### src/rtl/mem_stage_lsu_if.sv
// Bundle of MEM-stage request, data-cache port and writeback-facing signals.
// The slave modport is the load/store unit. The master modport is the pipeline and cache side.
interface mem_stage_lsu_if;
    logic        req_valid;
    logic        mem_read;
    logic        mem_write;
    logic [2:0]  funct3;
    logic [31:0] addr;
    logic [31:0] store_data;

    logic        dmem_read;
    logic        dmem_write;
    logic [31:0] dmem_address;
    logic [31:0] dmem_wdata;
    logic [3:0]  dmem_byte_enable;
    logic        dmem_resp;
    logic [31:0] dmem_rdata;

    logic        stall;
    logic        done;
    logic [31:0] load_data;
    logic        fault;
    logic [1:0]  fault_cause;

    modport slave (
        input  req_valid, mem_read, mem_write, funct3, addr, store_data,
        input  dmem_resp, dmem_rdata,
        output dmem_read, dmem_write, dmem_address, dmem_wdata, dmem_byte_enable,
        output stall, done, load_data, fault, fault_cause
    );

    modport master (
        output req_valid, mem_read, mem_write, funct3, addr, store_data,
        output dmem_resp, dmem_rdata,
        input  dmem_read, dmem_write, dmem_address, dmem_wdata, dmem_byte_enable,
        input  stall, done, load_data, fault, fault_cause
    );
endinterface

### src/rtl/mem_stage_lsu.sv
// MEM-stage load/store unit for the rv32i pipeline.
// It accepts one access in IDLE and drives the data cache from registers while in ACCESS.
// It reports completion or a fault with a one-cycle done pulse in DONE.
// Bad requests (illegal, misaligned, undefined width) never touch the cache.
module mem_stage_lsu #(
    parameter int TIMEOUT_CYCLES = 255
) (
    input  logic            clk,
    input  logic            rst_n,
    mem_stage_lsu_if.slave  bus
);

    typedef enum logic [1:0] {
        IDLE   = 2'b00,
        ACCESS = 2'b01,
        DONE   = 2'b10
    } state_t;

    localparam logic [1:0] CAUSE_NONE      = 2'b00;
    localparam logic [1:0] CAUSE_MISALIGN  = 2'b01;
    localparam logic [1:0] CAUSE_TIMEOUT   = 2'b10;
    localparam logic [1:0] CAUSE_ILLEGAL   = 2'b11;

    // The counter only needs to reach TIMEOUT_CYCLES-1. Reaching that value means the limit is hit.
    localparam int CNT_W = (TIMEOUT_CYCLES > 1) ? $clog2(TIMEOUT_CYCLES) : 1;
    localparam logic [CNT_W-1:0] CNT_LAST = CNT_W'((TIMEOUT_CYCLES > 0) ? (TIMEOUT_CYCLES - 1) : 0);
    localparam bit TIMEOUT_EN = (TIMEOUT_CYCLES != 0);

    // Classify a request. Undefined widths take priority over alignment.
    function automatic logic [1:0] decode_cause(input logic mr, input logic mw,
                                                input logic [2:0] f3, input logic [1:0] off);
        logic [1:0] c;
        c = CAUSE_NONE;
        if (mr && mw) begin
            c = CAUSE_ILLEGAL;
        end else if (mr) begin
            case (f3)
                3'b000, 3'b100: c = CAUSE_NONE;
                3'b001, 3'b101: c = off[0] ? CAUSE_MISALIGN : CAUSE_NONE;
                3'b010:         c = (off != 2'b00) ? CAUSE_MISALIGN : CAUSE_NONE;
                default:        c = CAUSE_ILLEGAL;
            endcase
        end else begin
            case (f3)
                3'b000:  c = CAUSE_NONE;
                3'b001:  c = off[0] ? CAUSE_MISALIGN : CAUSE_NONE;
                3'b010:  c = (off != 2'b00) ? CAUSE_MISALIGN : CAUSE_NONE;
                default: c = CAUSE_ILLEGAL;
            endcase
        end
        return c;
    endfunction

    // Select the store lanes. Loads always fetch the full word.
    function automatic logic [3:0] lane_mask(input logic mw, input logic [2:0] f3,
                                             input logic [1:0] off);
        logic [3:0] m;
        m = 4'b1111;
        if (mw) begin
            case (f3[1:0])
                2'b00:   m = 4'b0001 << off;
                2'b01:   m = 4'b0011 << off;
                default: m = 4'b1111;
            endcase
        end else begin
            m = 4'b1111;
        end
        return m;
    endfunction

    // Move store data into its byte lanes.
    function automatic logic [31:0] lane_wdata(input logic [2:0] f3, input logic [1:0] off,
                                               input logic [31:0] data);
        logic [31:0] d;
        case (f3[1:0])
            2'b10:   d = data;
            default: d = data << {off, 3'b000};
        endcase
        return d;
    endfunction

    // Extract the addressed lane from the cache word, then sign- or zero-extend it.
    function automatic logic [31:0] extend_load(input logic [2:0] f3, input logic [1:0] off,
                                                input logic [31:0] rdata);
        logic [31:0] w;
        logic [31:0] r;
        w = rdata >> {off, 3'b000};
        case (f3)
            3'b000:  r = {{24{w[7]}}, w[7:0]};
            3'b100:  r = {24'd0, w[7:0]};
            3'b001:  r = {{16{w[15]}}, w[15:0]};
            3'b101:  r = {16'd0, w[15:0]};
            default: r = w;
        endcase
        return r;
    endfunction

    state_t           state_r;
    logic [CNT_W-1:0] count_r;
    logic [2:0]       funct3_r;
    logic [1:0]       offset_r;
    logic             dmem_read_r;
    logic             dmem_write_r;
    logic [31:0]      dmem_address_r;
    logic [31:0]      dmem_wdata_r;
    logic [3:0]       dmem_byte_enable_r;
    logic             done_r;
    logic [31:0]      load_data_r;
    logic             fault_r;
    logic [1:0]       fault_cause_r;

    logic             req_s;
    logic [1:0]       cause_s;
    logic [3:0]       be_s;
    logic [31:0]      wdata_s;

    // Decode the incoming request fields in the acceptance cycle.
    always_comb begin
        req_s   = bus.req_valid & (bus.mem_read | bus.mem_write);
        cause_s = decode_cause(bus.mem_read, bus.mem_write, bus.funct3, bus.addr[1:0]);
        be_s    = lane_mask(bus.mem_write, bus.funct3, bus.addr[1:0]);
        wdata_s = bus.mem_write ? lane_wdata(bus.funct3, bus.addr[1:0], bus.store_data) : 32'd0;
    end

    // Access sequencer: accepts, drives the cache, times out, and reports completion.
    always_ff @(posedge clk or negedge rst_n) begin
        if (!rst_n) begin
            state_r            <= IDLE;
            count_r            <= '0;
            funct3_r           <= 3'd0;
            offset_r           <= 2'd0;
            dmem_read_r        <= 1'b0;
            dmem_write_r       <= 1'b0;
            dmem_address_r     <= 32'd0;
            dmem_wdata_r       <= 32'd0;
            dmem_byte_enable_r <= 4'd0;
            done_r             <= 1'b0;
            load_data_r        <= 32'd0;
            fault_r            <= 1'b0;
            fault_cause_r      <= CAUSE_NONE;
        end else begin
            case (state_r)
                IDLE: begin
                    done_r        <= 1'b0;
                    fault_r       <= 1'b0;
                    fault_cause_r <= CAUSE_NONE;
                    count_r       <= '0;
                    if (req_s) begin
                        funct3_r <= bus.funct3;
                        offset_r <= bus.addr[1:0];
                        if (cause_s != CAUSE_NONE) begin
                            state_r       <= DONE;
                            done_r        <= 1'b1;
                            fault_r       <= 1'b1;
                            fault_cause_r <= cause_s;
                        end else begin
                            state_r            <= ACCESS;
                            dmem_read_r        <= bus.mem_read;
                            dmem_write_r       <= bus.mem_write;
                            dmem_address_r     <= {bus.addr[31:2], 2'b00};
                            dmem_wdata_r       <= wdata_s;
                            dmem_byte_enable_r <= be_s;
                        end
                    end else begin
                        state_r <= IDLE;
                    end
                end
                ACCESS: begin
                    if (bus.dmem_resp) begin
                        state_r            <= DONE;
                        done_r             <= 1'b1;
                        count_r            <= '0;
                        dmem_read_r        <= 1'b0;
                        dmem_write_r       <= 1'b0;
                        dmem_address_r     <= 32'd0;
                        dmem_wdata_r       <= 32'd0;
                        dmem_byte_enable_r <= 4'd0;
                        if (dmem_read_r) begin
                            load_data_r <= extend_load(funct3_r, offset_r, bus.dmem_rdata);
                        end else begin
                            load_data_r <= load_data_r;
                        end
                    end else if (TIMEOUT_EN && (count_r == CNT_LAST)) begin
                        state_r            <= DONE;
                        done_r             <= 1'b1;
                        fault_r            <= 1'b1;
                        fault_cause_r      <= CAUSE_TIMEOUT;
                        count_r            <= '0;
                        dmem_read_r        <= 1'b0;
                        dmem_write_r       <= 1'b0;
                        dmem_address_r     <= 32'd0;
                        dmem_wdata_r       <= 32'd0;
                        dmem_byte_enable_r <= 4'd0;
                    end else begin
                        count_r <= count_r + CNT_W'(1);
                    end
                end
                DONE: begin
                    state_r       <= IDLE;
                    done_r        <= 1'b0;
                    fault_r       <= 1'b0;
                    fault_cause_r <= CAUSE_NONE;
                    count_r       <= '0;
                end
                default: begin
                    state_r            <= IDLE;
                    count_r            <= '0;
                    dmem_read_r        <= 1'b0;
                    dmem_write_r       <= 1'b0;
                    dmem_address_r     <= 32'd0;
                    dmem_wdata_r       <= 32'd0;
                    dmem_byte_enable_r <= 4'd0;
                    done_r             <= 1'b0;
                    fault_r            <= 1'b0;
                    fault_cause_r      <= CAUSE_NONE;
                end
            endcase
        end
    end

    // Stall must react in the acceptance cycle itself, so it combines state with the live request.
    assign bus.stall = ((state_r == IDLE) & req_s) | (state_r == ACCESS);

    assign bus.dmem_read        = dmem_read_r;
    assign bus.dmem_write       = dmem_write_r;
    assign bus.dmem_address     = dmem_address_r;
    assign bus.dmem_wdata       = dmem_wdata_r;
    assign bus.dmem_byte_enable = dmem_byte_enable_r;
    assign bus.done             = done_r;
    assign bus.load_data        = load_data_r;
    assign bus.fault            = fault_r;
    assign bus.fault_cause      = fault_cause_r;

endmodule

### src/flat_wrapper.sv
// flat-port wrapper written by rule: the top's interface ports become plain ports
module mem_stage_lsu_flat 
#(
    parameter int TIMEOUT_CYCLES = 255
)
  (clk, rst_n, bus_req_valid, bus_mem_read, bus_mem_write, bus_funct3, bus_addr, bus_store_data, bus_dmem_resp, bus_dmem_rdata, bus_dmem_read, bus_dmem_write, bus_dmem_address, bus_dmem_wdata, bus_dmem_byte_enable, bus_stall, bus_done, bus_load_data, bus_fault, bus_fault_cause);
  mem_stage_lsu_if bus_i ();
  input  logic clk;
  input  logic rst_n;
  input wire logic [$bits(bus_i.req_valid)-1:0] bus_req_valid;
  input wire logic [$bits(bus_i.mem_read)-1:0] bus_mem_read;
  input wire logic [$bits(bus_i.mem_write)-1:0] bus_mem_write;
  input wire logic [$bits(bus_i.funct3)-1:0] bus_funct3;
  input wire logic [$bits(bus_i.addr)-1:0] bus_addr;
  input wire logic [$bits(bus_i.store_data)-1:0] bus_store_data;
  input wire logic [$bits(bus_i.dmem_resp)-1:0] bus_dmem_resp;
  input wire logic [$bits(bus_i.dmem_rdata)-1:0] bus_dmem_rdata;
  output wire logic [$bits(bus_i.dmem_read)-1:0] bus_dmem_read;
  output wire logic [$bits(bus_i.dmem_write)-1:0] bus_dmem_write;
  output wire logic [$bits(bus_i.dmem_address)-1:0] bus_dmem_address;
  output wire logic [$bits(bus_i.dmem_wdata)-1:0] bus_dmem_wdata;
  output wire logic [$bits(bus_i.dmem_byte_enable)-1:0] bus_dmem_byte_enable;
  output wire logic [$bits(bus_i.stall)-1:0] bus_stall;
  output wire logic [$bits(bus_i.done)-1:0] bus_done;
  output wire logic [$bits(bus_i.load_data)-1:0] bus_load_data;
  output wire logic [$bits(bus_i.fault)-1:0] bus_fault;
  output wire logic [$bits(bus_i.fault_cause)-1:0] bus_fault_cause;
  assign bus_i.req_valid = bus_req_valid;
  assign bus_i.mem_read = bus_mem_read;
  assign bus_i.mem_write = bus_mem_write;
  assign bus_i.funct3 = bus_funct3;
  assign bus_i.addr = bus_addr;
  assign bus_i.store_data = bus_store_data;
  assign bus_i.dmem_resp = bus_dmem_resp;
  assign bus_i.dmem_rdata = bus_dmem_rdata;
  assign bus_dmem_read = bus_i.dmem_read;
  assign bus_dmem_write = bus_i.dmem_write;
  assign bus_dmem_address = bus_i.dmem_address;
  assign bus_dmem_wdata = bus_i.dmem_wdata;
  assign bus_dmem_byte_enable = bus_i.dmem_byte_enable;
  assign bus_stall = bus_i.stall;
  assign bus_done = bus_i.done;
  assign bus_load_data = bus_i.load_data;
  assign bus_fault = bus_i.fault;
  assign bus_fault_cause = bus_i.fault_cause;
  mem_stage_lsu #(.TIMEOUT_CYCLES(TIMEOUT_CYCLES)) u_core (.clk(clk), .rst_n(rst_n), .bus(bus_i));
endmodule
### config.mk
export PLATFORM = sky130hd
export DESIGN_NAME = mem_stage_lsu_flat
export DESIGN_NICKNAME = d
export VERILOG_FILES = /design/src/rtl/mem_stage_lsu_if.sv /design/src/rtl/mem_stage_lsu.sv /design/src/flat_wrapper.sv
export SDC_FILE = /design/constraint.sdc
export NUM_CORES = 1
export LEC_CHECK = 0
export ABC_AREA = 1
export BUFFER_PORTS_ARGS = -buffer_cell sky130_fd_sc_hd__buf_2
export CAP_MARGIN = 20
export CORE_MARGIN = 2
export CORE_UTILIZATION = 35
export DETAILED_ROUTE_END_ITERATION = 16
export SLEW_MARGIN = 20
export SYNTH_ARGS = -nofsm -noshare
export SYNTH_HDL_FRONTEND = slang
export SYNTH_SLANG_ARGS = --single-unit
### constraint.sdc
create_clock -name clk -period 1.4 [get_ports clk]
set_input_delay 0.07 -clock clk [delete_from_list [all_inputs] [get_ports clk]]
set_output_delay 0.07 -clock clk [all_outputs]
set_load 0.03 [all_outputs]
==> run_results.csv <==
group,metric,value,unit
floorplan,core_area,0.0188,mm^2
power_and_ir_drop,internal-power,10200,uW
power_and_ir_drop,leakage,0.00582,uW
sta,fmaxAchievable,0.650,GHz
sta,worst_slew_pin_slew,0.577,ns
sta,period_share,110,%
floorplan,die_width,143,um
clock_network,clk-insertion-delay-late,0.42,ns
clock_network,cts.clk_slew.worst_paths,0.06,ns
sta,worst_slack,-0.139,ns
layout,nets,1400,
synth,syn-cell-area,0.00672,mm^2
worst_setup_path,crit_arrival,1.85,ns
synth,synthTopCellsByArea,"dfrtp_1 (44%), nand2_1 (22%), nand3_1 (11%), nor2_1 (5.7%), inv_1 (4.9%)",
synth,yosysSeqAreaShare,44.0,%
synth,synth_cell_type_count,27,
layout,stdcell_area,0.0105,mm^2
detailed_routing,viasPerCell,5.02,
worst_setup_path,critPathMaxStageDelay,0.43,ns
power_and_ir_drop,power.share.sequential,29.5,%
layout,drive_above_1_share,35.8,%
worst_setup_path,path_delay_family,"simple AND/OR/NAND/NOR gates",
global_route,grt_first_pass_wirelength,36300,um
worst_setup_path,crit_path_start_kind,"flop",
clock_network,cts-root-buf,"clkbuf_16",
power_and_ir_drop,swShare,45.3,%
place,io_buffers,209,
global_route,grt_max_degree,56,
floorplan,dieHeight,143,um
synth,synth_warnings,0,
synth,synth_top_area_share,44.0,%
global_route,grt_busiest_layer,"met2",
worst_setup_path,critPathMaxFanout,30,
sta,final.min_clock_period,1.54,ns
layout,syn_to_final_growth,56.5,%
floorplan,initial_core_util,35.8,%
sta,report.final.slew_viol_count,0,
place,routabilityCongestion,0.882,
synth,synth_top_area_cell,"dfrtp_1",
worst_setup_path,cp.required,1.71,ns
detailed_routing,drc,0,
global_route,antenna_found_initial,2,
place,dp_hpwl,15500,um
clock_network,htree_levels,4,
power_and_ir_drop,ir_drop,931,uV
layout,diodes,0,
global_route,overflow,0,
global_route,grt_use_met3,5.15,%
run_status,violations,"negative setup slack",
worst_setup_path,end_kind,"flop",
floorplan,die_area,0.0203,mm^2
worst_setup_path,critPathKind,"flop to flop",
power_and_ir_drop,p_per_area,1780,mW/mm^2
floorplan,rows,50,
detailed_routing,dr.pass1.iters,5,
run_status,status,"complete, but fails checks",
detailed_routing,drt.antenna.violating_nets,0,
synth,avgSynthCellArea,6.70,um^2
clock_network,clk_path_buf_depth,2,
synth,netlist_instances,1002,
detailed_routing,wl_per_cell,16.5,um
global_route,grt_util_met2,38.1,%
sta,skew,0.00756,ns
detailed_routing,drt_first_iter_violations,511,
sta,setup_viol,94,
place,place_area,0.00834,mm^2
clock_network,cts_buffers,17,
global_route,grt_pass1_vias,7243,
detailed_routing,wl,25500,um
power_and_ir_drop,netSwitchingPower,8450,uW
global_route,use_met1,28.2,%
synth,ys_seq_elements,118,
sta,hold_viol,0,
floorplan,ios,212,
sta,whs,0.0179,ns
global_route,grt_usage,22.8,%
power_and_ir_drop,clockPowerShare,23.2,%
sta,slew_headroom,61.4,%
worst_setup_path,critical_path.cell_chain,"nor2_4 -> inv_2 -> nor2_4 -> nand2_4 -> buf_12 -> buf_12 -> nand3_1 -> nand2_2",
sta,rsz0062_at_grt,"yes",
power_and_ir_drop,combPwrFrac,47.3,%
hold_path,hold_class,"input port to flop",
clock_network,cts_tree,"yes",
clock_network,cts.sinks,118,
worst_setup_path,cp_slowest_cell,"dfrtp_2",
flow_run,maxCapViolations,0,
sta,tns,-8.55,ns
worst_setup_path,path_buf_inv,3,
detailed_routing,vias,7738,
## power groups by stage
stage	registers [uW]	clock network (uW)	logic, uW
detailed placement	5360	0	7470
global route	5640	4550	9460
finish	5500	4340	8840
global placement	5380	0	7400
floorplan	7640	0	2470
CTS	5340	4400	7820
## worst reg2reg max path, stage by stage (launching register included)
cell and delay, ns:
dfrtp_2 0.43, nor2_4 0.16, inv_2 0.07, nor2_4 0.13, nand2_4 0.11, buf_12 0.16, buf_12 0.16, nand3_1 0.15
nand2_2 0.05
## metal layers
metal  wire length [um]  vias to the layer above
li1                   -                     3715
met1              10300                     3651
met2              12700                      311
met3               1640                       61
met4                825                        0
met5                  0                        -
## final timing paths
kind / from / to / slack, ns / cells past startpoint
max: u_core.bus.done / u_core.bus.dmem_wdata[16] / -0.14 / 8
min: bus_dmem_rdata[20] / u_core.bus.load_data[4] / 0.02 / 5
max reg2reg: u_core.bus.done / u_core.bus.dmem_wdata[16] / -0.14 / 8
min reg2reg: u_core.bus.dmem_wdata[8] / u_core.bus.dmem_wdata[8] / 0.46 / 2
max in group asynchronous: rst_n / u_core.bus.dmem_wdata[28] / 0.69 / 3
min in group asynchronous: rst_n / u_core.bus.load_data[22] / 0.12 / 2
## state kept, by name (all words and copies together), names as in the netlist, 2 cells and up
register                     flops
u_core.funct3_r                  3
u_core.offset_r                  2
u_core.bus.load_data            32
u_core.count_r                   8
u_core.bus.fault_cause           2
u_core.bus.dmem_wdata           32
u_core.bus.dmem_byte_enable      4
u_core.bus.dmem_address         30
## synth_stat cells
cell type,instances
nand2_1,391
nand3_1,145
dfrtp_1,118
nor2_1,102
inv_1,87
o21ai_0,40
buf_2,27
clkbuf_1,26
a31oi_1,15
a21oi_1,9
inv_2,7
buf_4,6
buf_6,4
nor3_1,4
nor2_2,3
o21a_1,3
o21ai_1,3
ha_1,2
nand2_2,2
buf_1,1
conb_1,1
inv_4,1
nand2_4,1
nand4_1,1
nor2_4,1
o22ai_1,1
xnor2_1,1
## kinds of logic (layout without fill, tap and decap cells)
kind of cell	count (synthesis)	count (layout)	synth area share [%]
buffers and inverters	159	461	10.2
DFF	118	118	44.0
adders and majority gates	2	2	0.373
other	1	2	0.0558
and+or+nand+nor	650	651	39.6
xor gates and xnor gates	1	1	0.130
AOI/OAI and AO/OA	71	71	5.70
## layout by cell type, fill, tap and decap left out, types with 24 or more instances in the layout
master,Yosys,layout
buf_4,6,55
nand2_1,391,345
buf_2,27,207
nand2_2,2,32
nand3_1,145,116
inv_1,87,83
nor2_1,102,88
nand3_2,0,24
dlygate4sd3_1,0,34
dfrtp_1,118,116
clkbuf_16,0,28
## area by class of cell
cell class | instances | area, um^2
Sequential cell | 118 | 2960
Timing Repair Buffer | 334 | 2570
Tap cell | 234 | 293
Clock inverter | 15 | 155
Inverter | 95 | 374
Fill cell | 1730 | 8260
Multi-Input combinational cell | 727 | 3730
Clock buffer | 17 | 425
## through the flow
step	power, uW	utilization, %	worst slack (ns)	instances
floorplan	10100	-	-0.0468	1003
global placement	12800	44.4	-0.0399	1446
detailed placement	12800	44.4	-0.0675	1446
CTS	17600	50.6	-0.0726	1522
global route	19600	56.0	-0.227	1540
finish	18700	56.0	-0.139	1540
## repair_timing
action                                  in CTS  in global routing
pin swaps                                    4                 33
resized for setup                           26                178
buffers inserted                             7                  7
hold buffers                                34                  0
endpoints found under the setup margin      92                106
hold endpoints to repair                   151                  0
gates cloned                                 3                 15
Power figures use the tool's default switching activity.
